$ cat src/rtl/sb_pkg.sv
// Shared constants and the per-entry update op for the RAW scoreboard.
package sb_pkg;
    localparam int NREG  = 32;
    localparam int IDX_W = 5;
    localparam int CNT_W = 2;
    localparam logic [CNT_W-1:0] CNT_MAX = '1;

    typedef enum logic [1:0] {
        HOLD = 2'd0,
        INC  = 2'd1,
        DEC  = 2'd2,
        CLR  = 2'd3
    } sb_op_e;
endpackage

$ cat src/rtl/sb_entry.sv
// One pending-write counter; the top resolves inc/dec/flush into a single op.
module sb_entry
    import sb_pkg::*;
(
    input  logic             core_clk,
    input  logic             core_rst,
    input  sb_op_e           op,
    output logic [CNT_W-1:0] cnt,
    output logic             busy
);
    always_ff @(posedge core_clk or negedge core_rst) begin
        if (!core_rst) begin
            cnt <= '0;
        end else begin
            case (op)
                INC:     cnt <= cnt + CNT_W'(1);
                DEC:     cnt <= cnt - CNT_W'(1);
                CLR:     cnt <= '0;
                default: cnt <= cnt;
            endcase
        end
    end

    assign busy = |cnt;
endmodule

$ cat src/rtl/raw_scoreboard.sv
// Register scoreboard: holds issue while a source, or a saturated destination,
// has in-flight writes. Counters set at issue, retired at writeback.
module raw_scoreboard
    import sb_pkg::*;
#(
    parameter int PERF_W = 32
) (
    input  logic              core_clk,
    input  logic              core_rst,
    input  logic              issue_valid,
    input  logic              issue_src1_en,
    input  logic [IDX_W-1:0]  issue_src1,
    input  logic              issue_src2_en,
    input  logic [IDX_W-1:0]  issue_src2,
    input  logic              issue_dst_en,
    input  logic [IDX_W-1:0]  issue_dst,
    output logic              issue_ready,
    input  logic              wb_valid,
    input  logic [IDX_W-1:0]  wb_dst,
    input  logic              flush,
    output logic [NREG-1:0]   busy_vec,
    output logic              idle,
    output logic [PERF_W-1:0] stall_cnt,
    output logic              err
);
    logic [NREG-1:0][CNT_W-1:0] cnt;
    logic [NREG-1:0]            busy;
    logic [NREG-1:0]            inc_oh, wb_oh;
    logic                       haz_src1, haz_src2, haz_dst, fire, wb_spurious;

    // Hazards look only at registered counts; a same-cycle writeback does not unblock.
    assign haz_src1    = issue_src1_en && (issue_src1 != '0) && (cnt[issue_src1] != '0);
    assign haz_src2    = issue_src2_en && (issue_src2 != '0) && (cnt[issue_src2] != '0);
    assign haz_dst     = issue_dst_en  && (issue_dst  != '0) && (cnt[issue_dst] == CNT_MAX);
    assign issue_ready = !flush && !(haz_src1 || haz_src2 || haz_dst);
    assign fire        = issue_valid && issue_ready;

    assign inc_oh = (fire && issue_dst_en) ? (NREG'(1) << issue_dst) : '0;
    assign wb_oh  = wb_valid ? (NREG'(1) << wb_dst) : '0;

    assign cnt[0]  = '0;
    assign busy[0] = 1'b0;

    for (genvar r = 1; r < NREG; r++) begin : g_ent
        sb_op_e op;
        logic   inc, dec;

        assign inc = inc_oh[r];
        assign dec = wb_oh[r] && (cnt[r] != '0);

        always_comb begin
            op = HOLD;
            if (flush)           op = CLR;
            else if (inc && !dec) op = INC;
            else if (dec && !inc) op = DEC;
        end

        sb_entry u_ent (
            .core_clk (core_clk),
            .core_rst (core_rst),
            .op       (op),
            .cnt      (cnt[r]),
            .busy     (busy[r])
        );
    end

    // Counters are registered, so these already reflect the post-edge state.
    assign busy_vec = busy;
    assign idle     = ~|busy;

    assign wb_spurious = wb_valid && !flush && (wb_dst != '0) && (cnt[wb_dst] == '0);

    always_ff @(posedge core_clk or negedge core_rst) begin
        if (!core_rst) begin
            stall_cnt <= '0;
            err       <= 1'b0;
        end else begin
            if (issue_valid && !issue_ready && !flush && (stall_cnt != '1))
                stall_cnt <= stall_cnt + PERF_W'(1);
            if (wb_spurious)
                err <= 1'b1;
        end
    end
endmodule

$ cat config.mk
export PLATFORM = sky130hd
export DESIGN_NAME = raw_scoreboard
export DESIGN_NICKNAME = d
export VERILOG_FILES = /design/src/rtl/sb_pkg.sv /design/src/rtl/sb_entry.sv /design/src/rtl/raw_scoreboard.sv
export SDC_FILE = /design/constraint.sdc
export NUM_CORES = 1
export LEC_CHECK = 0
export CORE_MARGIN = 4
export CORE_UTILIZATION = 41
export DETAILED_ROUTE_END_ITERATION = 6
export GPL_ROUTABILITY_DRIVEN = 0
export PLACE_DENSITY = 0.64
export SLEW_MARGIN = 20
export SYNTH_ARGS = -nofsm -noshare
export SYNTH_HDL_FRONTEND = slang
export SYNTH_HIERARCHICAL = 1
export SYNTH_SLANG_ARGS = --single-unit
$ cat constraint.sdc
create_clock -name core_clk -period 7.65 [get_ports core_clk]
set_clock_uncertainty 0.2 [all_clocks]
set_input_delay 1.53 -clock core_clk [delete_from_list [all_inputs] [get_ports core_clk]]
set_output_delay 1.53 -clock core_clk [all_outputs]
set_load 0.03 [all_outputs]
# ---- Yosys cells after proc, flatten, opt, wreduce, memory -nomap -nowiden
# Cells that the tools add are included.
dict set report word_totals {
  inputBits 28
  output_inout_bits 67
  elab_cells 608
  ff_bits 95
}
dict set report classes {
  shift 2
  n_addsub 63
  muxes 134
  n_eq_ne 95
  n_reduce_logical 277
  magnitude_cmp 4
}
# op n
set op_table {}
lappend op_table {{2-bit 2-to-1 mux} 97}
lappend op_table {{2-bit one-hot mux with 3 select lines} 31}
lappend op_table {{2-bit == test, second input constant} 63}
lappend op_table {{1-bit logical AND} 108}
lappend op_table {{3-bit nonzero test} 31}
lappend op_table {{1-bit zero test} 66}
lappend op_table {{2-bit nonzero test} 33}
lappend op_table {{32-bit 2-to-1 mux} 2}
lappend op_table {{1-bit by 5-bit left shift with 32-bit output, first input constant} 2}
lappend op_table {{2-bit by 1-bit adder with 2-bit output, second input constant} 31}
lappend op_table {{2-bit by 1-bit == test with 1-bit output, second input constant} 31}
lappend op_table {{2-bit OR reduction} 31}
lappend op_table {{62-bit OR reduction} 1}
lappend op_table {{2-bit by 1-bit subtractor with 2-bit output, second input constant} 31}
lappend op_table {{2-bit binary-select mux with 5-bit select} 4}
lappend op_table {{32-bit by 1-bit adder with 32-bit output, second input constant} 1}
lappend op_table {{32-bit != test, second input constant} 1}
lappend op_table {{5-bit by 6-bit < comparator with 1-bit output, second input constant} 4}
lappend op_table {{5-bit nonzero test} 4}
lappend op_table {{2-bit zero test} 1}
lappend op_table {{1-bit logical OR} 2}

# ---- Longest topological paths before layout
# Gate-level depths: netlist of run 1.
dict set report depth {
  ltp_word 18
  mapped_depth 14
  ltp_nobuf 10
}

# ---- Hierarchy
# Netlist of run 1, hierarchy kept.
# module cells_each seq_area_each_um2 area_each_um2 instances
set by_module_without_submodules {}
lappend by_module_without_submodules {raw_scoreboard 580 825.8 4239.1 1}
lappend by_module_without_submodules {sb_entry 11 50.0 122.6 31}

# ---- Worst setup path before layout of run 1
# OpenSTA, ideal clock, no wires.
dict set report synth_path {
  path_type {input-to-output}
  start {input issue_dst[1]}
  end {output issue_ready}
  cell_stages 11
  n_path_buf 4
  t_required_ps 5920
  arrival_ps 3440
  setup_slack_ps 2480
  path_cell_list {buf_2 > nor2b_1 > buf_2 > a311o_1 > a21oi_1 > nor4_1 > nor3_1 > o311a_1 > buf_6 > buf_2 > and2_1}
}
dict set report synth_between {
  elab_chain_len 7
  elab_cells_between_ends 9
  classes_between {1 x eq/ne; 2 x mux; 6 x reduce/logical}
}
# item line
set synth_lines {}
lappend synth_lines {{start: declaration} raw_scoreboard.sv:16} ;# input logic [IDX_W-1:0] issue_dst,
lappend synth_lines {{2-bit binary-select mux with 5-bit select} raw_scoreboard.sv:34} ;# assign haz_dst = issue_dst_en && (issue_dst != '0) && (cnt[issue_dst] == CNT_MAX);
lappend synth_lines {{2-bit 2-to-1 mux (not written as such)} raw_scoreboard.sv:34}
lappend synth_lines {{2-bit == test} raw_scoreboard.sv:34}
lappend synth_lines {{1-bit logical AND *} raw_scoreboard.sv:34}
lappend synth_lines {{1-bit logical OR *} raw_scoreboard.sv:35} ;# assign issue_ready = !flush && !(haz_src1 || haz_src2 || haz_dst);
lappend synth_lines {{1-bit zero test *} raw_scoreboard.sv:35}
lappend synth_lines {{1-bit logical AND *} raw_scoreboard.sv:35}
lappend synth_lines {{end: declaration} raw_scoreboard.sv:17} ;# output logic issue_ready,
# Mark *: on every way between the ends. The rest lies on a longest branch, timed or not. The select of a mux whose other input is x is not followed.

# ---- Worst setup path in the final report of run 1
dict set report layout_path {
  start {input issue_dst[2]}
  end {output issue_ready}
}
# Same word-level chain as after synthesis.

==> key figures, run 1 <==
Floorplan
  • Die Wd: 148.0 microns
  • Die height: 148.0 microns
  • Num ports: 95
  • Core Area: 0.01902 sq mm
  • Initial Utilization: 0.4228
  • Std cell rows: 50
  • Die area: 0.02191 sq mm

Global route
  • Top Usage Layer GRT: met1
  • Routing usage on met3: 0.04353
  • Antenna violations before repair: 0
  • First-pass GRT wire length: 39,010 microns
  • Grt met2 use: 0.3268
  • Congestion Overflow GR: 0
  • GR Util All Layers: 0.2220
  • Grt met1 use: 0.3288
  • Vias in the first global route: 6,905
  • Largest net degree at the start of global routing: 66

Clock network
  • CTS tree: yes
  • Total CTS buffers: 9
  • Clock Pin Slew Worst Setup and Hold Paths: 0.08 ns
  • # Post-CTS Setup Buffers: 0
  • Clock Path Buffers: 2
  • # hold bufs at CTS: 0
  • Htree depth: 3
  • Clk Tree Root Cell: clkbuf_16
  • Total clock sinks: 95
  • Clk_lat worst skew: between 0.3 and 0.4 ns
  • Resize count post-CTS: 0

Power and ir drop
  • Overall Power: 2.009 mW
  • Pwr/cell area: 212.2 mW/mm^2
  • Leak: 3.985 nW
  • Peak VDD IR: 107.6 uV

Timing
  • F_max: approximately 150 MHz
  • Slew margin rel.: 0.4169
  • Final setup TNS: 0 ns
  • Period utilisation layout: 0.8490
  • Final Setup Violations: 0
  • Pins over their slew limit: 0
  • Period minus WS final: 6.495 ns
  • Final hold viol count: 0
  • Transition time of the tightest slew-check pin: 0.8714 ns
  • RSZ-0062 raised after global routing: false

Logic synthesis
  • Synth area leader: dfrtp_1
  • Seq cells post-synth: 95
  • Most common cell in the netlist: dfrtp_1
  • Post-synth EDFFs: 0
  • Ys async rst share: 1.000
  • Top post-synthesis cells by area: dfrtp_1 (30%), xor2_1 (6.3%), and4bb_1 (4.8%)
  • Yosys warnings: 6
  • Post-Syn Area: 0.008040 sq mm
  • Synth Instances: 921
  • Post-synth top cells: dfrtp_1 (95), o21ai_0 (71), nor2_1 (61), xor2_1 (58), nand2_1 (55)
  • Distinct cell type count after synthesis: 63
  • Synthesized net count: 950
  • Syn_area_per_cell: slightly below 9 sq um
  • Main synth FF type: dfrtp_1
  • Top cell type's share of synthesized area: 0.2957
  • Sequential share of the synthesized area: 0.2957

Worst setup path
  • CP Cell Sequence: clkdlybuf4s50_1, and2_0, o211ai_1, o2111ai_1, nor4_1, nor3_1, o311a_2, and2_1, clkdlybuf4s50_1
  • WP data required: 5.92 ns
  • Worst path buffer plus inverter count: 2
  • Kind of critical path: input pin to output pin
  • Critical path's most frequent cell: clkdlybuf4s50_1
  • Critical-path top delay cell: clkdlybuf4s50_1
  • Crit path largest cell delay: 0.84 ns
  • Flop2flop setup slack: about 3.2 ns
  • Endpoint class of the critical path: output pin
  • Critical Path Start Type: input pin
  • CP top delay family: buffers and inverters
  • CP max FO: 17
  • Crit path DAT: 4.77 ns

Detailed routing
  • Vias: a little under 8,000
  • Starting DRT DRC Count: 677
  • Pre-antenna DRT Iters: 6
  • WL/cell: 19.95 microns
  • WL final: 25,060 microns
  • Post-route ant nets: 0
  • Drt drc: 0
  • DR vias/cell: just over 6

Layout
  • Fill count: 1,905
  • NumNets Final: 1,020
  • Fraction of layout cells with a size suffix above 1: 0.08133
  • Layout area overhead: 17.79%
  • # diodes: 0

Run status
  • Status: complete, no violations

Flow run
  • Max Cap Viol: 0

Placement
  • Dpl hpwl: between 15,000 and 20,000 microns
  • Buffers added on ports: 93

Worst hold path
  • Worst Hold Class: flop to flop
==> registers in the layout, summed over array words and instances, names as in the netlist <==
| name | cells |
|---|---|
| stall_cnt | 32 |
| err | 1 |
| g_ent.u_ent/cnt | 62 |
==> kinds of logic after synthesis <==
kind of cell / count (synthesis) / share of synthesized area
buf+inv: 49 / 0.02848
simple gates: 504 / 0.4071
compound gates: 188 / 0.1539
xor+xnor: 62 / 0.06754
other cells: 1 / 0.0004664
mux: 21 / 0.04528
flops: 95 / 0.2957
fa+ha+maj: 1 / 0.001556
==> placed cells by master (no fill, tap or decap), types with 9 or more instances in the layout <==
cell type        netlist  layout
xor2_1                58      58
nor2_1                61      61
nor4b_1               31      31
clkbuf_16              0       9
nor3_1                38      38
nand2_1               55      55
mux4_2                12      12
nand3_1               37      37
nand4_1                9       9
dfrtp_1               95      95
or4_1                 34      34
o21ai_0               71      71
and4bb_1              31      31
and3b_1               31      31
nor3b_1               35      35
nor4_1                34      34
and3_1                23      23
o21a_1                32      32
or2_2                 33      33
clkdlybuf4s50_1        0      92
a21o_1                31      31
nand3b_1              13      13
==> worst register-to-register path, delay by kind of cell (launching register included) <==
family | cells | cell delay [ns]
AO/OA/AOI/OAI | 6 | 1.66
AND/OR/NAND/NOR | 4 | 1.38
buffers and inverters | 1 | 0.57
flip-flops | 1 | 0.47
==> path summary, 6_finish.rpt <==
check	startpoint	to	cells after the start
worst min register to register	stall_cnt[18]$_DFFE_PN0P_	stall_cnt[18]$_DFFE_PN0P_	1
worst min-delay path	stall_cnt[18]$_DFFE_PN0P_	stall_cnt[18]$_DFFE_PN0P_	1
min in group asynchronous	core_rst	stall_cnt[4]$_DFFE_PN0P_	1
max in group asynchronous	core_rst	g_ent[11].u_ent/cnt[0]$_DFFE_PN0P_	2
worst max-delay path	issue_dst[2]	issue_ready	9
worst max register to register	g_ent[22].u_ent/cnt[0]$_DFFE_PN0P_	g_ent[13].u_ent/cnt[1]$_DFFE_PN0P_	11
==> final cells by class <==
type	instances	area [sq um]	share of cell area
multi-input combinational	777	5435	0.5739
sequential	95	2377	0.2510
timing repair buffer	100	980.9	0.1036
tap	260	325.3	0.03435
clock buffer	9	225.2	0.02378
clock inverter	7	96.34	0.01017
inverter	8	30.03	0.003171
==> through the flow <==
| step | std cells | util | instance area (sq um) | worst slack (ns) | hold WS, ns |
|---|---|---|---|---|---|
| after global placement | 1240 | 0.4811 | 9149 | 1.342 | 0.2736 |
| after CTS | 1256 | 0.4980 | 9470 | 1.289 | 0.2857 |
| after floorplan | 921 | - | 8040 | 2.480 | 0.4452 |
| after global routing | 1256 | 0.4980 | 9470 | 1.006 | 0.3176 |
| final | 1256 | 0.4980 | 9470 | 1.155 | 0.2847 |
| after detailed placement | 1240 | 0.4811 | 9149 | 1.280 | 0.2749 |
==> per-layer routing <==
metal / share of wire / wire, microns
met5: 0 / 0
met2: 0.44 / 10940
met4: 0.019 / 481
met1: 0.46 / 11460
met3: 0.087 / 2175
==> report_power, final <==
group	internal, mW	switching, mW	total, mW
Sequential	0.584	0.171	0.754
Combinational	0.338	0.416	0.754
Clock	0.265	0.237	0.502
Total	1.19	0.823	2.01
Power figures use the tool's default switching activity.
==> run 2, diff against run 1 <==
Clock period 7.65 ns to 6.65 ns, I/O delays scaled along.
==> run 2 against run 1 <==
Compared with the run above:
- sequential share of layout area hardly changed
- largest power group is now combinational logic
- clock-buffer cell count stayed put
- cell area is 0.13% higher
==> key figures, run 2 (synthesis results as in run 1) <==
Layout
  • Fraction of layout cells with a size suffix above 1: 0.08317
  • # diodes: 0
  • Commonest non-fill, non-tap cell in the layout: dfrtp_1
  • Registers with the most flip-flops: g_ent.u_ent/cnt: 62 flops, stall_cnt: 32 flops, err: 1 flops
  • Final std cells w/o fill: 1,258
  • Final non-filler cell area: 0.009483 sq mm
  • Largest Register: g_ent.u_ent/cnt
  • Util after Layout: 0.4986
  • Layout area overhead: 17.94%
  • Most frequent cells in the layout: dfrtp_1 (95), clkdlybuf4s50_1 (92), o21ai_0 (71), nor2_1 (61), xor2_1 (58)
  • Max FFs per register: 62
  • NumNets Final: 1,022

Detailed routing
  • Starting DRT DRC Count: 781
  • Pre-antenna DRT Iters: 5
  • Drt drc: 0
  • DR vias/cell: 6.223
  • WL/cell: 20.18 microns
  • Vias: 7,829
  • Post-route ant nets: 0
  • WL final: approximately 25,000 microns

Worst setup path
  • WP data required: 5.12 ns
  • Endpoint class of the critical path: output pin
  • Worst reg2reg path depth: 11
  • Crit. Startpoint: issue_dst[0]
  • Flop2flop setup slack: 2.37 ns
  • Reg2reg end: g_ent[29].u_ent/cnt[1]$_DFFE_PN0P_
  • RR Startpoint: g_ent[22].u_ent/cnt[0]$_DFFE_PN0P_
  • Kind of critical path: input pin to output pin
  • CP max FO: 10
  • Critical Path Start Type: input pin
  • Crit path DAT: 4.57 ns
  • Crit path to: issue_ready

Global route
  • Antenna violations before repair: 0
  • Vias in the first global route: approximately 7,000
  • First-pass GRT wire length: around 40,000 microns
  • GR Util All Layers: 0.2246
  • Congestion Overflow GR: 0
  • Largest net degree at the start of global routing: 66

Timing
  • Period minus WS final: 6.097 ns
  • F_max: 164.0 MHz
  • Slew margin rel.: 0.3030
  • Final Setup Violations: 0
  • RSZ-0062 raised after global routing: false
  • Final setup margin: around 0.55 ns
  • Pins over their slew limit: 0
  • Period utilisation layout: 0.9168
  • Final setup TNS: 0 ns
  • Transition time of the tightest slew-check pin: 1.043 ns
  • Final hold viol count: 0
  • Hold WS: 0.2886 ns

Placement
  • Placed cell count: 1,242
  • Dpl hpwl: 18,080 microns
  • Buffers added on ports: 93
  • Pre-CTS setup slack: 0.6695 ns
  • Post-DP Area: roughly 0.009 sq mm

Power and ir drop
  • NetSw: 0.9664 mW
  • Pwr/cell area: roughly 240 mW/mm^2
  • Comb pwr share: 0.378
  • Int Power: 1.333 mW
  • Sequential Power Share: 0.376
  • Peak VDD IR: 133.5 uV
  • Net Sw Frac: 0.4203
  • Overall Power: 2.300 mW
  • Leak: 3.993 nW
  • Clock network fraction of total power: 0.246

Clock network
  • Total clock sinks: 95
  • # Post-CTS Setup Buffers: 0
  • Clock Path Buffers: 2
  • Resize count post-CTS: 0
  • Clock Pin Slew Worst Setup and Hold Paths: 0.09 ns
  • Htree depth: 3
  • Clk Tree Root Cell: clkbuf_16
  • # hold bufs at CTS: 0
  • Total CTS buffers: 9
  • CTS tree: yes
  • Clk_lat worst skew: 0.37 ns

Floorplan
  • Die height: 148.0 microns
  • Die Wd: 148.0 microns
  • Core Area: 0.01902 sq mm
  • Num ports: 95
  • Die area: ~0.022 sq mm
  • Std cell rows: 50
  • Initial Utilization: 0.4228

Flow run
  • Max Cap Viol: 0

Run status
  • Status: complete, no violations

Worst hold path
  • Hold Crit Depth: 1
  • Worst Hold Class: flop to flop
[run 2: critical path, stage by stage]
cell	delay (ns)
clkdlybuf4s50_1	0.62
nor2_1	0.71
a311oi_1	0.22
o2111ai_1	0.14
nor4_1	0.10
nor3_1	0.31
o311a_2	0.29
and2_1	0.16
clkdlybuf4s50_1	0.68
[run 2: final cells by class]
| cell class | instances | area, sq um |
|---|---|---|
| Clock buffer | 9 | 225.2 |
| Clock inverter | 7 | 93.84 |
| Fill cell | 1863 | 9535 |
| Inverter | 8 | 30.03 |
| Multi-Input combinational cell | 777 | 5435 |
| Sequential cell | 95 | 2377 |
| Tap cell | 260 | 325.3 |
| Timing Repair Buffer | 102 | 996.0 |
[run 2: worst min path at each step]
stage          slack [ns]                            endpoint                                from
3_5_place_dp         0.28                     err$_DFFE_PN0P_                     err$_DFFE_PN0P_
2_1_floorplan        0.45  g_ent[15].u_ent/cnt[1]$_DFFE_PN0P_  g_ent[15].u_ent/cnt[1]$_DFFE_PN0P_
6_report             0.29           stall_cnt[18]$_DFFE_PN0P_           stall_cnt[18]$_DFFE_PN0P_
5_1_grt              0.32                     err$_DFFE_PN0P_                     err$_DFFE_PN0P_
3_3_place_gp         0.27           stall_cnt[18]$_DFFE_PN0P_           stall_cnt[18]$_DFFE_PN0P_
4_1_cts              0.29                     err$_DFFE_PN0P_                     err$_DFFE_PN0P_
[run 2: routing by layer]
layer / track usage / routed length, microns / up-vias
li1: - / - / 3680
met1: 0.3312 / 11690 / 3756
met2: 0.3295 / 11000 / 356
met3: 0.05273 / 2134 / 37
met4: 0.06143 / 556 / 0
met5: 0 / 0 / -
[run 2: power groups by stage]
stage,Combinational (mW),Clock [mW],Sequential [mW]
floorplan,0.563,0,0.843
global placement,0.856,0,0.863
detailed placement,0.862,0,0.867
CTS,0.865,0.574,0.858
global route,0.933,0.598,0.884
finish,0.870,0.565,0.865
==> run 3, diff against run 2 <==
Settings changed: CORE_UTILIZATION 41 to 35, PLACE_DENSITY 0.64 to 0.56.
==> run 3 against run 2 <==
Compared with the run above:
- critical endpoint unchanged
- total power shrank 0.64%
- routed wire length grew 3.6%
- non-clock buffer count is the same
- clock power shrank 3.9%
- cell count grew 2.0%
- utilization shrank 7.9 points
- sequential power shrank 0.5%
- global-route usage shrank 2.3 points
- critical path type unchanged
- clock-buffer cell count grew 1
- worst hold slack gained 0.0086 ns
==> key figures, run 3 (synthesis results as in run 1) <==
Worst setup path
  • WP data required: between 5 and 6 ns
  • Endpoint class of the critical path: output pin
  • RR Startpoint: g_ent[22].u_ent/cnt[0]$_DFFE_PN0P_
  • Flop2flop setup slack: 2.45 ns
  • Critical Path Start Type: input pin
  • Worst reg2reg path depth: 11
  • CP max FO: 16
  • Reg2reg end: g_ent[22].u_ent/cnt[1]$_DFFE_PN0P_
  • Kind of critical path: input pin to output pin
  • Crit path DAT: 4.43 ns

Global route
  • Vias in the first global route: 7,172
  • First-pass GRT wire length: about 41,000 microns
  • GR Util All Layers: 0.2017
  • Largest net degree at the start of global routing: 66
  • Congestion Overflow GR: 0
  • Antenna violations before repair: 0

Layout
  • Fraction of layout cells with a size suffix above 1: 0.08317
  • Most frequent cells in the layout: dfrtp_1 (95), clkdlybuf4s50_1 (92), o21ai_0 (71), nor2_1 (61), xor2_1 (58)
  • Registers with the most flip-flops: g_ent.u_ent/cnt: 62 flops, stall_cnt: 32 flops, err: 1 flops
  • Final non-filler cell area: 0.009502 sq mm
  • Commonest non-fill, non-tap cell in the layout: dfrtp_1
  • NumNets Final: 1,022
  • Fill count: 2,266
  • Largest Register: g_ent.u_ent/cnt
  • Max FFs per register: 62
  • Layout area overhead: 18.18%
  • # diodes: 0

Timing
  • F_max: 167.9 MHz
  • Period minus WS final: 5.957 ns
  • Pins over their slew limit: 0
  • Final setup TNS: 0 ns
  • Slew margin rel.: 0.2989
  • Period utilisation layout: 0.8958
  • Final hold viol count: 0
  • RSZ-0062 raised after global routing: false
  • Final Setup Violations: 0
  • Transition time of the tightest slew-check pin: 1.049 ns

Worst hold path
  • WHS Endpoint: stall_cnt[18]$_DFFE_PN0P_
  • Worst Hold Class: flop to flop
  • HP Start: stall_cnt[18]$_DFFE_PN0P_
  • Hold Crit Depth: 1

Detailed routing
  • DR vias/cell: around 6.1
  • WL/cell: just over 20 microns
  • Vias: 7,769
  • Post-route ant nets: 0
  • WL final: 26,300 microns
  • Pre-antenna DRT Iters: 5
  • Starting DRT DRC Count: about 640
  • Drt drc: 0

Placement
  • Post-DP Area: between 0.009 and 0.01 sq mm
  • Dpl hpwl: 19,020 microns
  • Buffers added on ports: 93

Clock network
  • Total clock sinks: between 90 and 100
  • Clock Pin Slew Worst Setup and Hold Paths: roughly 0.070 ns
  • # hold bufs at CTS: 0
  • CTS tree: yes
  • Clk_lat worst skew: about 0.36 ns
  • Total CTS buffers: 9
  • Clk Tree Root Cell: clkbuf_16
  • Resize count post-CTS: 0
  • Htree depth: 3
  • Clock Path Buffers: 2
  • # Post-CTS Setup Buffers: 0

Power and ir drop
  • Sequential Power Share: 0.377
  • Comb pwr share: 0.385
  • NetSw: approximately 0.95 mW
  • Int Power: between 1 and 1.5 mW
  • Peak VDD IR: 119.0 uV
  • Pwr/cell area: 240.5 mW/mm^2
  • Leak: around 4.0 nW
  • Net Sw Frac: 0.4158
  • Clock network fraction of total power: 0.238

Floorplan
  • Core Area: 0.02264 sq mm
  • Die area: approximately 0.025 sq mm
  • Num ports: 95
  • Initial Utilization: 0.3551
  • Die height: ~160 microns
  • Std cell rows: 55
  • Die Wd: 159.6 microns

Flow run
  • Max Cap Viol: 0

Run status
  • Status: complete, no violations
[run 3: cell types whose count changed in the layout (fill, tap and decap cells not counted)]
cell / delta
clkbuf_8: +1
inv_8: -1
clkinv_4: +3
inv_6: -1
clkinv_8: -2
[run 3: final cells by class]
type / instances / area [sq um] / area share
Inverter: 8 / 30.03 / 0.003160
Multi-Input combinational cell: 777 / 5435 / 0.5720
Clock buffer: 10 / 239.0 / 0.02515
Tap cell: 285 / 356.6 / 0.03753
Timing Repair Buffer: 102 / 996.0 / 0.1048
Clock inverter: 6 / 67.56 / 0.007111
Sequential cell: 95 / 2377 / 0.2502
[run 3: worst max path at each step]
| stage | from | to | slack, ns | cells after the start |
|---|---|---|---|---|
| 6_report | issue_dst[1] | issue_ready | 0.69 | 9 |
| 5_1_grt | issue_src2[1] | issue_ready | 0.65 | 9 |
| 4_1_cts | issue_dst[1] | issue_ready | 0.76 | 9 |
| 3_5_place_dp | issue_dst[1] | issue_ready | 0.77 | 9 |
| 3_3_place_gp | issue_dst[1] | issue_ready | 0.80 | 9 |
| 2_1_floorplan | issue_dst[1] | issue_ready | 1.88 | 11 |
[run 3: metrics by stage]
stage          cells  hold slack [ns]  total power, mW    util  setup WS, ns
2_1_floorplan    921           0.4452            1.406       -         1.880
3_3_place_gp    1267           0.2765            1.733  0.4061        0.8026
3_5_place_dp    1267           0.2762            1.741  0.4061        0.7748
4_1_cts         1283           0.3037            2.297  0.4197        0.7624
5_1_grt         1283           0.3144            2.413  0.4197        0.6523
6_report        1283           0.2972            2.285  0.4197        0.6926
[run 3: power by group through the flow]
| stage | combinational (mW) | clock, mW | sequential, mW |
|---|---|---|---|
| after floorplan | 0.563 | 0 | 0.843 |
| after global placement | 0.870 | 0 | 0.864 |
| after detailed placement | 0.875 | 0 | 0.866 |
| after CTS | 0.879 | 0.561 | 0.858 |
| after global routing | 0.944 | 0.582 | 0.887 |
| final | 0.880 | 0.543 | 0.861 |
[run 3: metal layers]
layer | global-route usage | up-vias | part of all wire
li1 | - | 3685 | -
met1 | 0.2860 | 3741 | 0.47
met2 | 0.3117 | 301 | 0.44
met3 | 0.03132 | 42 | 0.066
met4 | 0.07298 | 0 | 0.026
met5 | 0 | - | 0
[run 3: worst max-delay path, stage by stage]
cell	delay (ns)
clkdlybuf4s50_1	0.88
nor2_1	0.32
a311oi_1	0.35
o2111ai_1	0.15
nor4_1	0.35
nor3_1	0.12
o311a_2	0.16
and2_1	0.17
clkdlybuf4s50_1	0.60
